### config.mk
export PLATFORM = sky130hd
export DESIGN_NAME = sub_bytes_iter_flat
export DESIGN_NICKNAME = d
export VERILOG_FILES = /design/src/rtl/sub_bytes_iter_if.sv /design/src/rtl/sub_bytes_iter.sv /design/src/flat_wrapper.sv
export SDC_FILE = /design/constraint.sdc
export NUM_CORES = 2
export LEC_CHECK = 0
export CORE_MARGIN = 10
export CORE_UTILIZATION = 60
export DETAILED_ROUTE_END_ITERATION = 8
export MAX_ROUTING_LAYER = met4
export PLACE_DENSITY = 0.86
export SYNTH_ARGS = -nofsm -noshare
export SYNTH_HDL_FRONTEND = slang
export SYNTH_SLANG_ARGS = --single-unit
### constraint.sdc
create_clock -name clk -period 28.5 [get_ports clk]
set_input_delay 2.85 -clock clk [delete_from_list [all_inputs] [get_ports clk]]
set_output_delay 2.85 -clock clk [all_outputs]
set_load 0.1 [all_outputs]
### src/rtl/sub_bytes_iter_if.sv
// Handshake bundle for the iterative SubBytes stage: a 128-bit state in with
// valid/ready, the substituted state out with valid/ready, plus a busy flag.
interface sub_bytes_iter_if;
    logic         in_valid;
    logic         in_ready;
    logic [127:0] in_state;
    logic         out_valid;
    logic         out_ready;
    logic [127:0] out_state;
    logic         busy;

    // Upstream/downstream side that drives states in and consumes results
    modport master (
        output in_valid, in_state, out_ready,
        input  in_ready, out_valid, out_state, busy
    );

    // The SubBytes block itself
    modport slave (
        input  in_valid, in_state, out_ready,
        output in_ready, out_valid, out_state, busy
    );
endinterface

### src/rtl/sub_bytes_iter.sv
// Iterative AES SubBytes over a full 128-bit state. LANES combinational S-boxes
// substitute LANES bytes per cycle in place in a working register; the finished
// state is registered into out_state and held until downstream accepts it.

// One combinational AES S-box: multiplicative inverse in GF(2^8) computed as
// x^254 (which also maps 0 to 0), followed by the AES affine transform.
module sub_byte_combinational (
    input  logic [7:0] din,
    output logic [7:0] dout
);
    // Multiply in GF(2^8) modulo x^8 + x^4 + x^3 + x + 1
    function automatic logic [7:0] gf_mul(input logic [7:0] a, input logic [7:0] b);
        logic [7:0] acc;
        logic [7:0] sh;
        acc = 8'h00;
        sh  = a;
        for (int i = 0; i < 8; i++) begin
            if (b[i]) acc = acc ^ sh;
            sh = {sh[6:0], 1'b0} ^ (sh[7] ? 8'h1b : 8'h00);
        end
        return acc;
    endfunction

    logic [7:0] sq;
    logic [7:0] inv;

    // x^254 = x^2 * x^4 * ... * x^128, then affine map with constant 0x63
    always_comb begin
        sq  = din;
        inv = 8'h01;
        for (int i = 1; i < 8; i++) begin
            sq  = gf_mul(sq, sq);
            inv = gf_mul(inv, sq);
        end
        dout = inv ^ {inv[6:0], inv[7]} ^ {inv[5:0], inv[7:6]}
                   ^ {inv[4:0], inv[7:5]} ^ {inv[3:0], inv[7:4]} ^ 8'h63;
    end
endmodule

module sub_bytes_iter #(
    parameter int LANES = 4
) (
    input  logic            clk,
    input  logic            reset,
    sub_bytes_iter_if.slave bus
);
    localparam int GROUPS = 16 / LANES;
    // Keep at least one bit so the LANES=16 build (single group) still has a counter
    localparam int CW = (GROUPS > 1) ? $clog2(GROUPS) : 1;
    localparam logic [CW-1:0] LAST = CW'(GROUPS - 1);

    typedef enum logic [1:0] {IDLE, RUN, DONE} state_t;

    state_t        state_reg, state_next;
    logic [CW-1:0] count_reg, count_next;
    logic [127:0]  work_reg, work_next;
    logic [127:0]  out_state_reg, out_state_next;
    logic [7:0]    lane_in  [LANES];
    logic [7:0]    lane_out [LANES];

    // Lane gi always handles byte LANES*count + gi of the working state
    generate
        for (genvar gi = 0; gi < LANES; gi++) begin : g_lane
            assign lane_in[gi] = work_reg[7'(8 * (LANES * int'(count_reg) + gi)) +: 8];
            sub_byte_combinational u_sbox (
                .din  (lane_in[gi]),
                .dout (lane_out[gi])
            );
        end
    endgenerate

    // State, counter and data registers; reset discards any work in progress
    always_ff @(posedge clk or posedge reset) begin
        if (reset) begin
            state_reg     <= IDLE;
            count_reg     <= '0;
            work_reg      <= '0;
            out_state_reg <= '0;
        end else begin
            state_reg     <= state_next;
            count_reg     <= count_next;
            work_reg      <= work_next;
            out_state_reg <= out_state_next;
        end
    end

    // Next-state logic: load in IDLE, substitute one group per RUN cycle, hold in DONE
    always_comb begin
        state_next     = state_reg;
        count_next     = count_reg;
        work_next      = work_reg;
        out_state_next = out_state_reg;
        case (state_reg)
            IDLE: begin
                if (bus.in_valid) begin
                    work_next  = bus.in_state;
                    count_next = '0;
                    state_next = RUN;
                end
            end
            RUN: begin
                for (int i = 0; i < LANES; i++) begin
                    work_next[7'(8 * (LANES * int'(count_reg) + i)) +: 8] = lane_out[i];
                end
                if (count_reg == LAST) begin
                    // Final group goes straight into the output register
                    out_state_next = work_next;
                    state_next     = DONE;
                end else begin
                    count_next = count_reg + 1'b1;
                end
            end
            DONE: begin
                if (bus.out_ready) state_next = IDLE;
            end
            default: state_next = IDLE;
        endcase
    end

    // Handshake outputs are decoded from registered state only
    assign bus.in_ready  = (state_reg == IDLE);
    assign bus.out_valid = (state_reg == DONE);
    assign bus.busy      = (state_reg != IDLE);
    assign bus.out_state = out_state_reg;
endmodule

### src/flat_wrapper.sv
// flat-port wrapper written by rule: the top's interface ports become plain ports
module sub_bytes_iter_flat 
#(
    parameter int LANES = 4
)
  (clk, reset, bus_in_valid, bus_in_state, bus_out_ready, bus_in_ready, bus_out_valid, bus_out_state, bus_busy);
  sub_bytes_iter_if bus_i ();
  input  logic clk;
  input  logic reset;
  input wire logic [$bits(bus_i.in_valid)-1:0] bus_in_valid;
  input wire logic [$bits(bus_i.in_state)-1:0] bus_in_state;
  input wire logic [$bits(bus_i.out_ready)-1:0] bus_out_ready;
  output wire logic [$bits(bus_i.in_ready)-1:0] bus_in_ready;
  output wire logic [$bits(bus_i.out_valid)-1:0] bus_out_valid;
  output wire logic [$bits(bus_i.out_state)-1:0] bus_out_state;
  output wire logic [$bits(bus_i.busy)-1:0] bus_busy;
  assign bus_i.in_valid = bus_in_valid;
  assign bus_i.in_state = bus_in_state;
  assign bus_i.out_ready = bus_out_ready;
  assign bus_in_ready = bus_i.in_ready;
  assign bus_out_valid = bus_i.out_valid;
  assign bus_out_state = bus_i.out_state;
  assign bus_busy = bus_i.busy;
  sub_bytes_iter #(.LANES(LANES)) u_core (.clk(clk), .reset(reset), .bus(bus_i));
endmodule
==> results.cfg <==
[status]
run_status = finished clean

[routing]
detailroute.via_count = 75918
detail-route-antenna-nets = 0
drcViolationCount = 0
drt-pass1-iter-count = 7
drt_iter0_markers = 10694
routed_wire_length_per_instance_um = 21.7
vias_per_cell = 6.59
finalWirelength_um = 250000

[final_layout]
multiInputGateArea_um2 = 64300
final-seq-area_um2 = 6520
number_of_nets_in_the_final_layout = 10022
layout.filler_cells = 10482
areaGrowthSynthToFinish_pct = 7.28
post_route_cells_drive_above_1_share_pct = 7.32

[setup_path]
worstPathArrival_ns = 22.81
critPathKind = reg2reg
critical_path_peak_fanout = 70
crit_path_start_kind = register
regToRegSetupSlack_ns = 6.18
endpoint_kind_of_the_worst_setup_timing_path = register
critPathBufInv = 6
cp_slowest_stage_delay_ns = 0.92
cell_type_of_the_slowest_stage_on_the_worst_timing_path = sky130_fd_sc_hd__dfrtp_4
timing.critical_path.max_delay_family = XOR/XNOR gates
worst_ep_required_time_ns = 28.99
critPathMostFrequentCell = sky130_fd_sc_hd__xnor2_1

[run]
maxCapViolations = 0

[synthesis]
synth_top_family_by_area = XOR/XNOR gates
yosys.area_share.simple_pct = 21.6
synth.mux.area_fraction_pct = 5.03
synth.distinct_cells = 123
adder_cell_share_of_the_synthesized_area_pct = 0.555
ys_warn_count = 0
average_cell_area_after_synthesis_um2 = 7.38
ys_seq_area_share_pct = 8.80
synth_edf_count = 0
synth_xor_xnor_area_share_pct = 39.9
netlist_area_um2 = 73900
synthArstFlopShare_pct = 100
syn_nets = 10171
synth_seq_cells = 260
share_of_the_synthesized_area_in_compound_gates_ao_oa_aoi_oai_pct = 19.2
postSynth.topFlopCell = sky130_fd_sc_hd__dfrtp_1
postSynthCellCount = 10007

[place]
place_ws_ns = 7.03
number_of_port_buffers = 262
routabilityCongestion = 1.00
dp_hpwl_um = 182000

[timing]
slew_violations = 0
hold_viol = 0
grt_setup_unrepaired = no
timing.final.setup_violations = 0
timing.max_slew.rel_slack_pct = 13.2
max_clock_skew_ns = 0.0451
period_needed_ns = 22.32
whs_ns = 0.471
timing_worst_slew_pin_value_ns = 1.29
max_freq_ghz = 0.0448
tns_ns = 0
finalCritPeriodShare_pct = 78.3
timing.final.ws_setup_ns = 6.18

[die]
rows = 128
floorplan.die_area_um2 = 138000
die_extent_in_y_um = 371
number_of_top_level_pins = 263
floorplan.initialDensity_pct = 60.6
fp.dieW_um = 371
floorplan.core_area_um2 = 122000

[clocking]
cts-buffers-inserted = 29
cts_max_path_buffers = 3
holdBufCountCts = 0
clk_latency_ns = 0.63
path_clk_slew_ns = 0.07
post-cts-setup-buffer-count = 0
clk_root_buffer_cell = sky130_fd_sc_hd__clkbuf_16
clock_sinks = 260
post_cts_resize_count = 0
htree_levels = 1
cts_tree = yes

[hold_path]
timing.hold.worst.class = reg2reg

[grt]
first_global_vias = 70039
grt_pass1_wl_um = 391000
grt_antenna_before_repair = 13
globalRoute.totalOverflow = 0
maximum_number_of_pins_on_one_net_before_global_route_repair = 116
grt_use_total_pct = 35.0
[cell usage in the layout, fill, tap and decap left out, types with 81 or more instances in the layout]
cell type                         count
sky130_fd_sc_hd__a211oi_1            90
sky130_fd_sc_hd__mux2i_1            278
sky130_fd_sc_hd__o21ai_0            464
sky130_fd_sc_hd__xnor2_2            119
sky130_fd_sc_hd__xor2_1             446
sky130_fd_sc_hd__buf_4              312
sky130_fd_sc_hd__nand2_1           1089
sky130_fd_sc_hd__nand3_1            274
sky130_fd_sc_hd__o22ai_1            157
sky130_fd_sc_hd__xnor2_1           1747
sky130_fd_sc_hd__a21oi_1            529
sky130_fd_sc_hd__dfrtp_1            257
sky130_fd_sc_hd__or3_1               81
sky130_fd_sc_hd__a31oi_1            100
sky130_fd_sc_hd__clkdlybuf4s50_1    255
sky130_fd_sc_hd__nor3_1             284
sky130_fd_sc_hd__nor2_1            1395
sky130_fd_sc_hd__xnor3_1            310
sky130_fd_sc_hd__inv_1               99
[layer usage]
layer	vias to the layer above	global-route usage (%)	part of all wire, %
li1	34512	-	-
met2	4893	54.2	45
met4	0	13.9	4.6
met1	35683	45.7	40
met3	830	5.25	11
met5	-	-	0
[cell type report]
type / count / area share [%]
multi-input cells: 8875 / 81.1
flip-flops and latches: 260 / 8.22
repair buffers: 567 / 6.17
well taps: 1625 / 2.56
clock buffers: 36 / 0.974
inverters: 125 / 0.601
clock inverters: 18 / 0.331
diodes: 12 / 0.0379
[cell usage after synthesis (28+ instances only)]
| cell | instances | share of area (%) |
|---|---|---|
| sky130_fd_sc_hd__a211oi_1 | 90 | 0.91 |
| sky130_fd_sc_hd__a21o_1 | 36 | 0.37 |
| sky130_fd_sc_hd__a21oi_1 | 530 | 3.6 |
| sky130_fd_sc_hd__a221oi_1 | 49 | 0.58 |
| sky130_fd_sc_hd__a22o_1 | 62 | 0.73 |
| sky130_fd_sc_hd__a22oi_1 | 77 | 0.78 |
| sky130_fd_sc_hd__a31oi_1 | 100 | 0.85 |
| sky130_fd_sc_hd__a32oi_1 | 33 | 0.39 |
| sky130_fd_sc_hd__and2_1 | 51 | 0.43 |
| sky130_fd_sc_hd__and3_1 | 49 | 0.41 |
| sky130_fd_sc_hd__buf_1 | 62 | 0.31 |
| sky130_fd_sc_hd__buf_2 | 136 | 0.92 |
| sky130_fd_sc_hd__clkbuf_1 | 507 | 2.6 |
| sky130_fd_sc_hd__dfrtp_1 | 260 | 8.8 |
| sky130_fd_sc_hd__ha_1 | 32 | 0.54 |
| sky130_fd_sc_hd__inv_1 | 100 | 0.51 |
| sky130_fd_sc_hd__mux2_2 | 59 | 0.90 |
| sky130_fd_sc_hd__mux2i_1 | 278 | 3.8 |
| sky130_fd_sc_hd__nand2_1 | 1090 | 5.5 |
| sky130_fd_sc_hd__nand2b_1 | 62 | 0.52 |
| sky130_fd_sc_hd__nand3_1 | 274 | 1.9 |
| sky130_fd_sc_hd__nand4_1 | 41 | 0.35 |
| sky130_fd_sc_hd__nor2_1 | 1398 | 7.1 |
| sky130_fd_sc_hd__nor2b_1 | 63 | 0.53 |
| sky130_fd_sc_hd__nor3_1 | 284 | 1.9 |
| sky130_fd_sc_hd__nor3b_1 | 28 | 0.28 |
| sky130_fd_sc_hd__nor4_1 | 51 | 0.43 |
| sky130_fd_sc_hd__o211ai_1 | 70 | 0.71 |
| sky130_fd_sc_hd__o21a_1 | 36 | 0.37 |
| sky130_fd_sc_hd__o21ai_0 | 465 | 3.1 |
| sky130_fd_sc_hd__o21ai_1 | 57 | 0.39 |
| sky130_fd_sc_hd__o221ai_1 | 45 | 0.53 |
| sky130_fd_sc_hd__o22ai_1 | 157 | 1.3 |
| sky130_fd_sc_hd__o31ai_1 | 38 | 0.39 |
| sky130_fd_sc_hd__or2_2 | 32 | 0.27 |
| sky130_fd_sc_hd__or3_1 | 81 | 0.69 |
| sky130_fd_sc_hd__xnor2_1 | 1804 | 21 |
| sky130_fd_sc_hd__xnor2_2 | 62 | 1.4 |
| sky130_fd_sc_hd__xnor3_1 | 310 | 9.4 |
| sky130_fd_sc_hd__xor2_1 | 454 | 5.4 |
| sky130_fd_sc_hd__xor3_1 | 35 | 1.1 |
[worst register-to-register path, delay by kind of cell, from the launching register on]
family | cells | cell delay [ns]
xor+xnor | 28 | 10.30
simple gates | 15 | 3.73
buf+inv | 6 | 2.96
fa+ha+maj | 3 | 1.91
compound gates | 6 | 1.59
flops | 1 | 0.92
mux | 2 | 0.78
[logic make-up (layout without fill, tap and decap cells)]
logic type	Yosys count	after routing
AND/OR/NAND/NOR	3616	3616
XOR/XNOR	2709	2709
AO/OA/AOI/OAI	2167	2167
buffers and inverters	872	746
multiplexers	350	350
flip-flops	260	260
adder cells (fa/ha/maj)	33	33
other	0	12
[metrics by stage]
step | utilization [%] | cells | cell area (um^2)
final | 65.0 | 11518 | 79300
after global placement | 64.1 | 11452 | 78200
after detailed placement | 64.1 | 11452 | 78200
after floorplan | - | 10007 | 73900
after global routing | 65.0 | 11517 | 79300
after CTS | 64.9 | 11506 | 79200
[final timing paths]
check                      cells past startpoint                     start                        to
setup / recovery                              60       u_core.count_reg[0]       u_core.work_reg[60]
hold / removal                                 2  u_core.bus.out_state[77]  u_core.bus.out_state[77]
setup reg to reg                              60       u_core.count_reg[0]       u_core.work_reg[60]
hold reg to reg                                2  u_core.bus.out_state[77]  u_core.bus.out_state[77]
max in group asynchronous                      4                     reset  u_core.bus.out_state[36]
min in group asynchronous                      2                     reset  u_core.bus.out_state[87]
Power is not shown: default switching activity piles up to over one toggle a cycle in this logic, so the estimate is an artifact.
==> variant: new RTL, same settings <==
`LANES` is set to 4 in 2 places; all go to 2.
--- a/src/rtl/sub_bytes_iter.sv
+++ b/src/rtl/sub_bytes_iter.sv
@@ -38,7 +38,7 @@
 endmodule
 
 module sub_bytes_iter #(
-    parameter int LANES = 4
+    parameter int LANES = 2
 ) (
     input  logic            clk,
     input  logic            reset,
--- a/src/flat_wrapper.sv
+++ b/src/flat_wrapper.sv
@@ -1,7 +1,7 @@
 // flat-port wrapper written by rule: the top's interface ports become plain ports
 module sub_bytes_iter_flat 
 #(
-    parameter int LANES = 4
+    parameter int LANES = 2
 )
   (clk, reset, bus_in_valid, bus_in_state, bus_out_ready, bus_in_ready, bus_out_valid, bus_out_state, bus_busy);
   sub_bytes_iter_if bus_i ();
Function: not settled (the Yosys comparison gave no result); the edit may change what the design does.
==> variant against the original RTL <==
- critical path depth rose by 4
- non-clock buffer count fell by 174
- sequential cell count rose by 1
- die area fell by 40%
- wire length fell by 45%
- worst setup slack improved by 1.7 ns
- maximum frequency rose by 8.2%
- final area fell by 41%
- synthesized area fell by 42%
- global-route usage fell by 2.4 points
- critical path type unchanged
- critical endpoint is now u_core.work_reg[40]
- largest cell class unchanged
Power is not shown: default switching activity piles up to over one toggle a cycle in this logic, so the estimate is an artifact.
==> variant: results (changes against the original RTL) <==
Outcome
  • Status: complete, no violations (unchanged)

Layout
  • Layout cells sized above 1: 0.0967 (was 0.0732)
  • Area added between synthesis and finish: 8.98% (was 7.28%)
  • Final std cells w/o fill: 6362 (was 11500)

Global routing
  • First-pass GRT wire length: 214 mm (was 391 mm)
  • All-Layer GR Usage: 0.326 (was 0.350)
  • Vias in the first global route: 37400 (was 70000)
  • Initial antenna violation count: 4 (was 13)
  • Met1 usage: 0.445 (was 0.457)

Route
  • Iter 0 DRT Violations: 4979 (was 10700)
  • Wire length on met1: 56.3 mm (was 99.8 mm)
  • First-pass DRT Iterations: 6 (was 7)
  • Routed wire length on met3: 15.0 mm (was 27.2 mm)

Timing
  • Hold_ws: 0.468 ns (was 0.471 ns)
  • Min Tclk post-route: 20.63 ns (was 22.32 ns)
  • Max transition margin: 0.0696 (was 0.132)

Worst setup path
  • CP Max Fanout: 29 (was 70)
  • CP arrival: 21.08 ns (was 22.81 ns)
  • FF-to-FF End: u_core.work_reg[40] (was u_core.work_reg[60])

Synthesis
  • Post-synthesis mux area share: 0.0467 (was 0.0503)
  • Syn_nets: 5479 (was 10200)
  • Post-Synth Adder-Cell Area: 0.00522 (was 0.00555)
  • Synth top area cells: xnor2_1 17%, dfrtp_1 15%, nand2_1 6.4%, nor2_1 6.0%, xnor3_1 5.9% (was xnor2_1 21%, xnor3_1 9.4%, dfrtp_1 8.8%, nor2_1 7.1%, nand2_1 5.5%)
  • Commonest cells in the synthesized netlist: 818 x xnor2_1, 732 x nand2_1, 685 x nor2_1 (was 1804 x xnor2_1, 1398 x nor2_1, 1090 x nand2_1)

Placement
  • Hpwl dp: 99.5 mm (was 182 mm)
  • Dpl ws: 8.39 ns (was 7.03 ns)
  • Cell Area, Placed: 45700 sq um (was 78200 sq um)

CTS
  • CTS buffer count: 24 (was 29)
variant: cell types whose count changed after synthesis, sizes merged, moves of 172 or more:
cell,before,now
xnor2,1871,941
xnor3,320,135
a21oi,536,340
nand2,1090,735
clkbuf,510,175
o21ai,522,350
nand3,274,102
nor2,1401,693
xor2,480,247
nor3,289,114
variant: cells by family after synthesis:
logic type | Yosys count
simple gates | 1875
flops | 261
xor+xnor | 1350
fa+ha+maj | 18
mux | 187
buf+inv | 410
compound gates | 1229
variant: layout make-up:
| type | count | share of cell area |
|---|---|---|
| inverter | 63 | 0.00541 |
| clock buffer | 37 | 0.0155 |
| sequential | 261 | 0.141 |
| multi-input combinational | 4659 | 0.735 |
| antenna | 3 | 0.000162 |
| timing repair buffer | 393 | 0.0768 |
| tap | 940 | 0.0253 |
| clock inverter | 6 | 0.00110 |
variant: tightest hold or removal path: stages, from the launching register on:
cell     delay, ns
dfrtp_1       0.34
nand2_1       0.05
nand2_1       0.05
